## src/rtl/beeb_video_pkg.sv

```systemverilog
// rtl/beeb_video_pkg.sv - shared constants and types for the BBC Micro video ULA
package beeb_video_pkg;

    localparam int CTRL_CUR0   = 7;
    localparam int CTRL_CUR1   = 6;
    localparam int CTRL_CUR2   = 5;
    localparam int CTRL_CRTC2M = 4;
    localparam int CTRL_RATE   = 2;
    localparam int CTRL_TTX    = 1;
    localparam int CTRL_FLASH  = 0;

    localparam logic [1:0] RATE_2M  = 2'b00;
    localparam logic [1:0] RATE_4M  = 2'b01;
    localparam logic [1:0] RATE_8M  = 2'b10;
    localparam logic [1:0] RATE_16M = 2'b11;

    typedef logic [3:0] pal_entry_t;

    // Logical colour index taken from the odd bit positions of the shifter.
    function automatic logic [3:0] pixel_index(input logic [7:0] sr);
        return {sr[7], sr[5], sr[3], sr[1]};
    endfunction

endpackage

```

## src/rtl/beeb_video_ula_if.sv

```systemverilog
// rtl/beeb_video_ula_if.sv - CPU register bus into the video ULA
interface beeb_video_ula_if;
    logic       ENABLE;
    logic       nCS;
    logic       R_nW;
    logic       A0;
    logic [7:0] CPU_DI;

    modport master (output ENABLE, output nCS, output R_nW, output A0, output CPU_DI);
    modport slave  (input  ENABLE, input  nCS, input  R_nW, input  A0, input  CPU_DI);
endinterface

```

## src/rtl/beeb_vidula_palette.sv

```systemverilog
// rtl/beeb_vidula_palette.sv - 16x4 palette register file, sync write, async read
module beeb_vidula_palette
    import beeb_video_pkg::*;
(
    input  logic       CLOCK,
    input  logic       RESET,
    input  logic       we,
    input  logic [3:0] waddr,
    input  pal_entry_t wdata,
    input  logic [3:0] raddr,
    output pal_entry_t rdata
);

    pal_entry_t pal [16];

    always_ff @(posedge CLOCK) begin
        if (RESET) begin
            for (int i = 0; i < 16; i++) begin
                pal[i] <= '0;
            end
        end else if (we) begin
            pal[waddr] <= wdata;
        end
    end

    assign rdata = pal[raddr];

endmodule

```

## src/rtl/beeb_video_ula.sv

```systemverilog
// rtl/beeb_video_ula.sv - video ULA: CRTC clock divider, pixel shifter, palette, cursor
module beeb_video_ula
    import beeb_video_pkg::*;
(
    input  logic             CLOCK,
    input  logic             RESET,
    beeb_video_ula_if.slave  cpu,
    output logic             CRTC_CLKEN,
    output logic             CRTC_nCLKEN,
    input  logic             DE,
    input  logic             CURSOR,
    input  logic [7:0]       VID_DI,
    input  logic [2:0]       TTX_RGB,
    output logic             TELETEXT,
    output logic             R,
    output logic             G,
    output logic             B
);

    logic [7:0] ctrl;
    logic [3:0] cnt;
    logic [7:0] sr;
    logic       de_r;
    logic       cact;
    logic [1:0] cseg;

    logic       wr;
    logic       sh;
    logic       cur_mask;
    pal_entry_t pe;
    logic [2:0] colour;
    logic [2:0] base;

    assign wr       = cpu.ENABLE & ~cpu.nCS & ~cpu.R_nW;
    assign TELETEXT = ctrl[CTRL_TTX];

    beeb_vidula_palette u_palette (
        .CLOCK (CLOCK),
        .RESET (RESET),
        .we    (wr & cpu.A0),
        .waddr (cpu.CPU_DI[7:4]),
        .wdata (cpu.CPU_DI[3:0]),
        .raddr (pixel_index(sr)),
        .rdata (pe)
    );

    always_ff @(posedge CLOCK) begin
        if (RESET) begin
            ctrl <= '0;
        end else if (wr && !cpu.A0) begin
            ctrl <= cpu.CPU_DI;
        end
    end

    // Enables decode the live cnt/ctrl so a CRTC rate change never adds a pulse.
    always_comb begin
        CRTC_CLKEN  = 1'b0;
        CRTC_nCLKEN = 1'b0;
        if (ctrl[CTRL_CRTC2M]) begin
            CRTC_CLKEN  = (cnt[2:0] == 3'd7);
            CRTC_nCLKEN = (cnt[2:0] == 3'd3);
        end else begin
            CRTC_CLKEN  = (cnt == 4'd15);
            CRTC_nCLKEN = (cnt == 4'd7);
        end
    end

    always_comb begin
        sh = 1'b0;
        case (ctrl[CTRL_RATE +: 2])
            RATE_16M: sh = 1'b1;
            RATE_8M:  sh = cnt[0];
            RATE_4M:  sh = &cnt[1:0];
            default:  sh = &cnt[2:0];
        endcase
    end

    always_comb begin
        cur_mask = 1'b0;
        if (cact) begin
            case (cseg)
                2'd0:    cur_mask = ctrl[CTRL_CUR0];
                2'd1:    cur_mask = ctrl[CTRL_CUR1];
                default: cur_mask = ctrl[CTRL_CUR2];
            endcase
        end
    end

    // Palette stores BGR inverted; flash flips the whole entry when enabled.
    always_comb begin
        colour = ~pe[2:0] ^ {3{pe[3] & ctrl[CTRL_FLASH]}};
        base   = ctrl[CTRL_TTX] ? TTX_RGB : (de_r ? colour : 3'b000);
    end

    always_ff @(posedge CLOCK) begin
        if (RESET) begin
            cnt       <= '0;
            sr        <= 8'hFF;
            de_r      <= 1'b0;
            cact      <= 1'b0;
            cseg      <= '0;
            {B, G, R} <= 3'b000;
        end else begin
            cnt       <= cnt + 4'd1;
            {B, G, R} <= base ^ {3{cur_mask}};
            if (CRTC_CLKEN) begin
                sr   <= VID_DI;
                de_r <= DE;
                if (CURSOR) begin
                    cact <= 1'b1;
                    cseg <= '0;
                end else if (cact) begin
                    cseg <= cseg + 2'd1;
                    if (cseg == 2'd3) begin
                        cact <= 1'b0;
                    end
                end
            end else if (sh) begin
                // Ones fill behind the data so an exhausted byte reads as index 15.
                sr <= {sr[6:0], 1'b1};
            end
        end
    end

endmodule
```

## src/flat_wrapper.sv

```systemverilog
// flat-port wrapper written by rule: the top's interface ports become plain ports
module beeb_video_ula_flat import beeb_video_pkg::*;
  (CLOCK, RESET, CRTC_CLKEN, CRTC_nCLKEN, DE, CURSOR, VID_DI, TTX_RGB, TELETEXT, R, G, B, cpu_ENABLE, cpu_nCS, cpu_R_nW, cpu_A0, cpu_CPU_DI);
  beeb_video_ula_if cpu_i ();
  input  logic CLOCK;
  input  logic RESET;
  output logic CRTC_CLKEN;
  output logic CRTC_nCLKEN;
  input  logic DE;
  input  logic CURSOR;
  input  logic [7:0] VID_DI;
  input  logic [2:0] TTX_RGB;
  output logic TELETEXT;
  output logic R;
  output logic G;
  output logic B;
  input wire logic [$bits(cpu_i.ENABLE)-1:0] cpu_ENABLE;
  input wire logic [$bits(cpu_i.nCS)-1:0] cpu_nCS;
  input wire logic [$bits(cpu_i.R_nW)-1:0] cpu_R_nW;
  input wire logic [$bits(cpu_i.A0)-1:0] cpu_A0;
  input wire logic [$bits(cpu_i.CPU_DI)-1:0] cpu_CPU_DI;
  assign cpu_i.ENABLE = cpu_ENABLE;
  assign cpu_i.nCS = cpu_nCS;
  assign cpu_i.R_nW = cpu_R_nW;
  assign cpu_i.A0 = cpu_A0;
  assign cpu_i.CPU_DI = cpu_CPU_DI;
  beeb_video_ula u_core (.CLOCK(CLOCK), .RESET(RESET), .cpu(cpu_i), .CRTC_CLKEN(CRTC_CLKEN), .CRTC_nCLKEN(CRTC_nCLKEN), .DE(DE), .CURSOR(CURSOR), .VID_DI(VID_DI), .TTX_RGB(TTX_RGB), .TELETEXT(TELETEXT), .R(R), .G(G), .B(B));
endmodule
```

## config.mk

```make
export PLATFORM = sky130hd
export DESIGN_NAME = beeb_video_ula_flat
export DESIGN_NICKNAME = d
export VERILOG_FILES = /design/src/rtl/beeb_video_pkg.sv /design/src/rtl/beeb_video_ula_if.sv /design/src/rtl/beeb_vidula_palette.sv /design/src/rtl/beeb_video_ula.sv /design/src/flat_wrapper.sv
export SDC_FILE = /design/constraint.sdc
export NUM_CORES = 1
export LEC_CHECK = 0
export CAP_MARGIN = 5
export CORE_MARGIN = 4
export CORE_UTILIZATION = 25
export CTS_BUF_LIST = sky130_fd_sc_hd__clkbuf_16
export DETAILED_ROUTE_END_ITERATION = 16
export GPL_ROUTABILITY_DRIVEN = 0
export PLACE_DENSITY_LB_ADDON = 0.25
export RECOVER_POWER = 100
export SLEW_MARGIN = 20
export SYNTH_ARGS = -nofsm -noshare
export SYNTH_HDL_FRONTEND = slang
export SYNTH_SLANG_ARGS = --single-unit
```

## constraint.sdc

```tcl
create_clock -name CLOCK -period 2.2 [get_ports CLOCK]
set_input_delay 0.33 -clock CLOCK [delete_from_list [all_inputs] [get_ports CLOCK]]
set_output_delay 0.33 -clock CLOCK [all_outputs]
set_load 0.05 [all_outputs]
```

; ---- Word-level counts from Yosys, hierarchy flattened
; Memories as Yosys holds them, arrays and structs flattened. A register that Yosys moved wholly into a read port is not among the register bits.
; Index checks and enable logic that the tools add are counted.
[totals]
reg_bits = 27
ram_bits = 64
out_inout_bits = 6
word_cells = 63
mem_count = 1
[mem_list]
columns = name, words, width, rd, rd_ports_with_merged_regs, wr, line
row1 = u_core.u_palette.pal, 16, 4, 1, 1, 16, beeb_vidula_palette.sv:14  ; pal_entry_t pal [16];
[op_classes]
addsub = 2
n_eq_ne = 9
mux = 24
bitwise = 9
reduce_logical = 9
[ops]
columns = op, count
row1 = $mux W4, 4
row2 = $mux W8, 2
row3 = $mux W1, 12
row4 = $eq A2 B2 Y1 const B, 3
row5 = $mux W3, 2
row6 = $xor A3 B3 Y3, 2
row7 = $add A4 B1 Y4 const B, 1
row8 = $and A1 B1 Y1, 4
row9 = $eq A2 B1 Y1 const B, 2
row10 = $eq A4 B3 Y1 const B, 1
row11 = $eq A4 B4 Y1 const B, 1
row12 = $mux W2, 2
row13 = $reduce_and A2 Y1, 2
row14 = $reduce_bool A2 Y1, 2
row15 = $reduce_or A4 Y1, 1
row16 = $eq A3 B2 Y1 const B, 1
row17 = $eq A3 B3 Y1 const B, 1
row18 = $not A3 Y3, 1
row19 = $pmux W1 S3, 1
row20 = $reduce_and A3 Y1, 1
row21 = $add A2 B1 Y2 const B, 1
row22 = $logic_not A2 Y1, 1
row23 = $not A1 Y1, 2
row24 = $pmux W1 S2, 1
row25 = 2 further kinds, 2

; ---- Logic depth before layout (Yosys ltp)
[logic_depth]
ltp_word = 9
mapped_depth = 9

; ---- By module
; Synthesis repeated with hierarchy kept, for this count alone.
[hier_totals]
hier_cells = 378
hier_area_um2 = 4528.1
[by_module_without_submodules]
columns = mod, instances, cells_each, area_each_um2, seq_area_each_um2
row1 = beeb_vidula_palette, 1, 212, 3130.5, 1921.8
row2 = beeb_video_ula, 1, 166, 1397.6, 540.5

; ---- Worst setup path after synthesis
; No wires, ideal clock.
[synth_timing]
path_type = input to register
from = in RESET
to = mem u_core.u_palette.pal[0][0] in the netlist's numbering (enable)
setup_ns = 0.297
t_arrival_ns = 1.920
t_required_ns = 1.903
setup_slack_ns = -0.018
path_stages = 6
path_cell_list = clkbuf_1 -> or4b_1 -> or3_1 -> clkbuf_1 -> nor3_1 -> or2_2
[synth_rtl]
columns = item, line
row1 = from (decl), flat_wrapper.sv:6  ; input logic RESET;
row2 = to (decl), beeb_vidula_palette.sv:14

==> out/results.ini <==
[run_status]
status = complete, but fails checks
violations = setup timing

[drt]
wire_per_inst_microns = 16.1
num_vias = 3228
wirelength_microns = 11500
antenna_left = 0
firstDrtPassIters = 4
drcViolationCount = 0
via_per_inst = 4.51
drt-initial-drc-count = 219

[synthesis]
synthAdderAreaFrac = 0.0163
synth_cells = 399
synth_simple_gate_area_frac = 0.198
ys_seq_area_frac = 0.552
synth_mux_area_frac = 0.107
synth.area.top_cells = edfxtp_1, dfxtp_1, and2_1, mux4_2, mux2i_1
synth_xor_area_frac = 0.00571
synthDistinctLibCells = 54
ys_seq_elements = 95
synth_nets = 432
synth-compound-area-share = 0.0883
synth_ff_type = edfxtp_1
yosysWarningCount = 0
yosys.area.top_type = edfxtp_1
synth_area_sq_mm = 0.00460
synth_top_family_by_area = simple AND/OR/NAND/NOR gates
synth-edff-count = 64
synth.avg_cell_area_sq_um = 11.5
ys_async_sr_fraction = 0
synth_most_common_cell = and2_1
synthTopCellsByCount = and2_1, edfxtp_1, nand2_1, dfxtp_1, nor2_1
yosysTopAreaCellShare = 0.418

[sta]
setup_ws_ns = -0.188
finalSetupViolCount = 61
skew_ns = 0.00572
fin_crit_ns = 2.39
hold_viol = 0
max_freq_mhz = 419
final_max_slew_viol_count = 0
setup_tns_ns = -2.70
slew_headroom = 0.646
worst_slew_pin_slew_ns = 0.531
period_share = 1.09
rsz0062_at_grt = yes

[clock_network]
clockBufferDepth = 2
clk_pin_slew_ns = 0.07
root_buffer = clkbuf_16
cts_tree = done
clk_latency_ns = 0.35
cts.sinks = 95
cts_htree_levels = 3
numCtsBuffers = 9

[grt]
grt_max_degree = 26
grt_overflow = 0
first_global_vias = 3356
grt_antenna_before_repair = 0
grt_first_pass_wirelength_microns = 18400
track_usage = 0.120

[power_and_ir_drop]
fin_total_pwr_w = 0.00369
switching_share = 0.227
pwr-share-comb = 0.071
power.density_mw_per_mm2 = 623
p_switching_w = 0.000835
seq_power_share = 0.542
leakagePower_nw = 2.20
intPower_w = 0.00285
pwr-share-clk = 0.388
vdd_drop_max_mv = 0.334

[final_layout]
drive_gt1_frac = 0.214
fill_cells = 1828
nets = 514
finish.utilization = 0.329
num_antenna_cells = 0
area.growth.synth_to_final_pct = 28.6
final_cell_area_sq_mm = 0.00592

[floorplan]
fp.coreArea_sq_mm = 0.0180
die_x_microns = 144
num_rows = 49
initial_utilization = 0.255
die-area_sq_mm = 0.0206
ioPinCount = 33
fp.dieH_microns = 144

[worst_hold_path]
hp-class = reg -> reg

[place]
dp_slack_ns = -0.382
place_area_sq_mm = 0.00555
hpwl_microns = 8320
io_buffers = 32

[run]
drv_cap = 0

[worst_setup_path]
cp-start-kind = register
cp_data_required_time_ns = 2.43
end_kind = register
r2r_slack_ns = -0.19
crit_fanout = 7
cp.arrival_ns = 2.62
crit_type = reg -> reg

==> flip-flops by register name, indices dropped and copies added (netlist names), named ones only <==
name / flops
u_core.cact: 1
u_core.u_palette.pal: 64
u_core.sr: 8
u_core.cnt: 4
u_core.R: 1
u_core.cseg: 2
u_core.B: 1
u_core.de_r: 1
u_core.G: 1
u_core.ctrl: 8
==> cell families (layout without fill, tap and decap cells) <==
group           Yosys count  after routing
xor+xnor                  3              3
flops                    95             95
compound gates           62             62
buf+inv                  30            117
fa+ha+maj                 6              6
mux                      35             35
simple gates            168            168
==> per-layer routing <==
layer / GRT usage / wire (microns)
met1: 0.159 / 5240
met2: 0.192 / 5490
met3: 0.0193 / 515
met4: 0.0560 / 255
met5: 0 / 0
==> critical path, stage by stage (launching register included) <==
cell	delay (ns)
dfxtp_4	0.37
buf_12	0.14
mux4_2	0.53
mux4_2	0.51
a21o_1	0.19
and3_1	0.14
or3b_1	0.38
==> through the flow <==
step	std cells	hold slack (ns)
5_1_grt	715	0.490
6_report	715	0.463
2_1_floorplan	399	0.430
3_3_place_gp	696	0.447
3_5_place_dp	696	0.455
4_1_cts	714	0.464
==> cells in the final DEF, fill, tap and decap left out, types with 5 or more instances in the layout <==
cell	n
and2_1	65
edfxtp_1	64
buf_4	52
nand2_1	33
dfxtp_1	30
clkdlybuf4s50_1	25
nor2_1	24
mux2i_1	18
o21ai_0	14
a21oi_1	13
mux4_2	11
o211ai_1	10
nand3_1	9
clkbuf_16	9
inv_1	8
nor3_1	7
nor2b_1	7
ha_1	6
dlygate4sd3_1	5
clkbuf_2	5
==> power by group through the flow <==
stage                     Combinational, W  Clock [W]  Sequential, W
after floorplan                   0.000111          0        0.00202
after global placement            0.000254          0        0.00204
after detailed placement          0.000258          0        0.00204
after CTS                         0.000259    0.00147        0.00200
after global routing              0.000283    0.00155        0.00200
final                             0.000260    0.00143        0.00200
==> path summary, 6_finish.rpt <==
check                                   start                           to  cells past startpoint
setup / recovery                     register          u_core.R$_SDFF_PP0_                      6
hold / removal    u_core.ctrl[7]$_SDFFE_PP0P_  u_core.ctrl[7]$_SDFFE_PP0P_                      2
setup reg to reg                     register          u_core.R$_SDFF_PP0_                      6
hold reg to reg   u_core.ctrl[7]$_SDFFE_PP0P_  u_core.ctrl[7]$_SDFFE_PP0P_                      2
==> area by class of cell <==
cell class | instances | area, sq um | area share
Multi-Input combinational cell | 274 | 1970 | 0.333
Clock buffer | 9 | 225 | 0.0380
Clock inverter | 7 | 41.3 | 0.00697
Inverter | 7 | 26.3 | 0.00444
Tap cell | 229 | 287 | 0.0484
Sequential cell | 95 | 2550 | 0.430
Timing Repair Buffer | 94 | 822 | 0.139
==> timing repair <==
item	in CTS	in global routing
resized for setup	5	18
pin swaps	1	4
gates cloned	1	0
buffers inserted	1	1
endpoints found under the setup margin	8	49
hold buffers	0	0
Power figures use the tool's default switching activity.
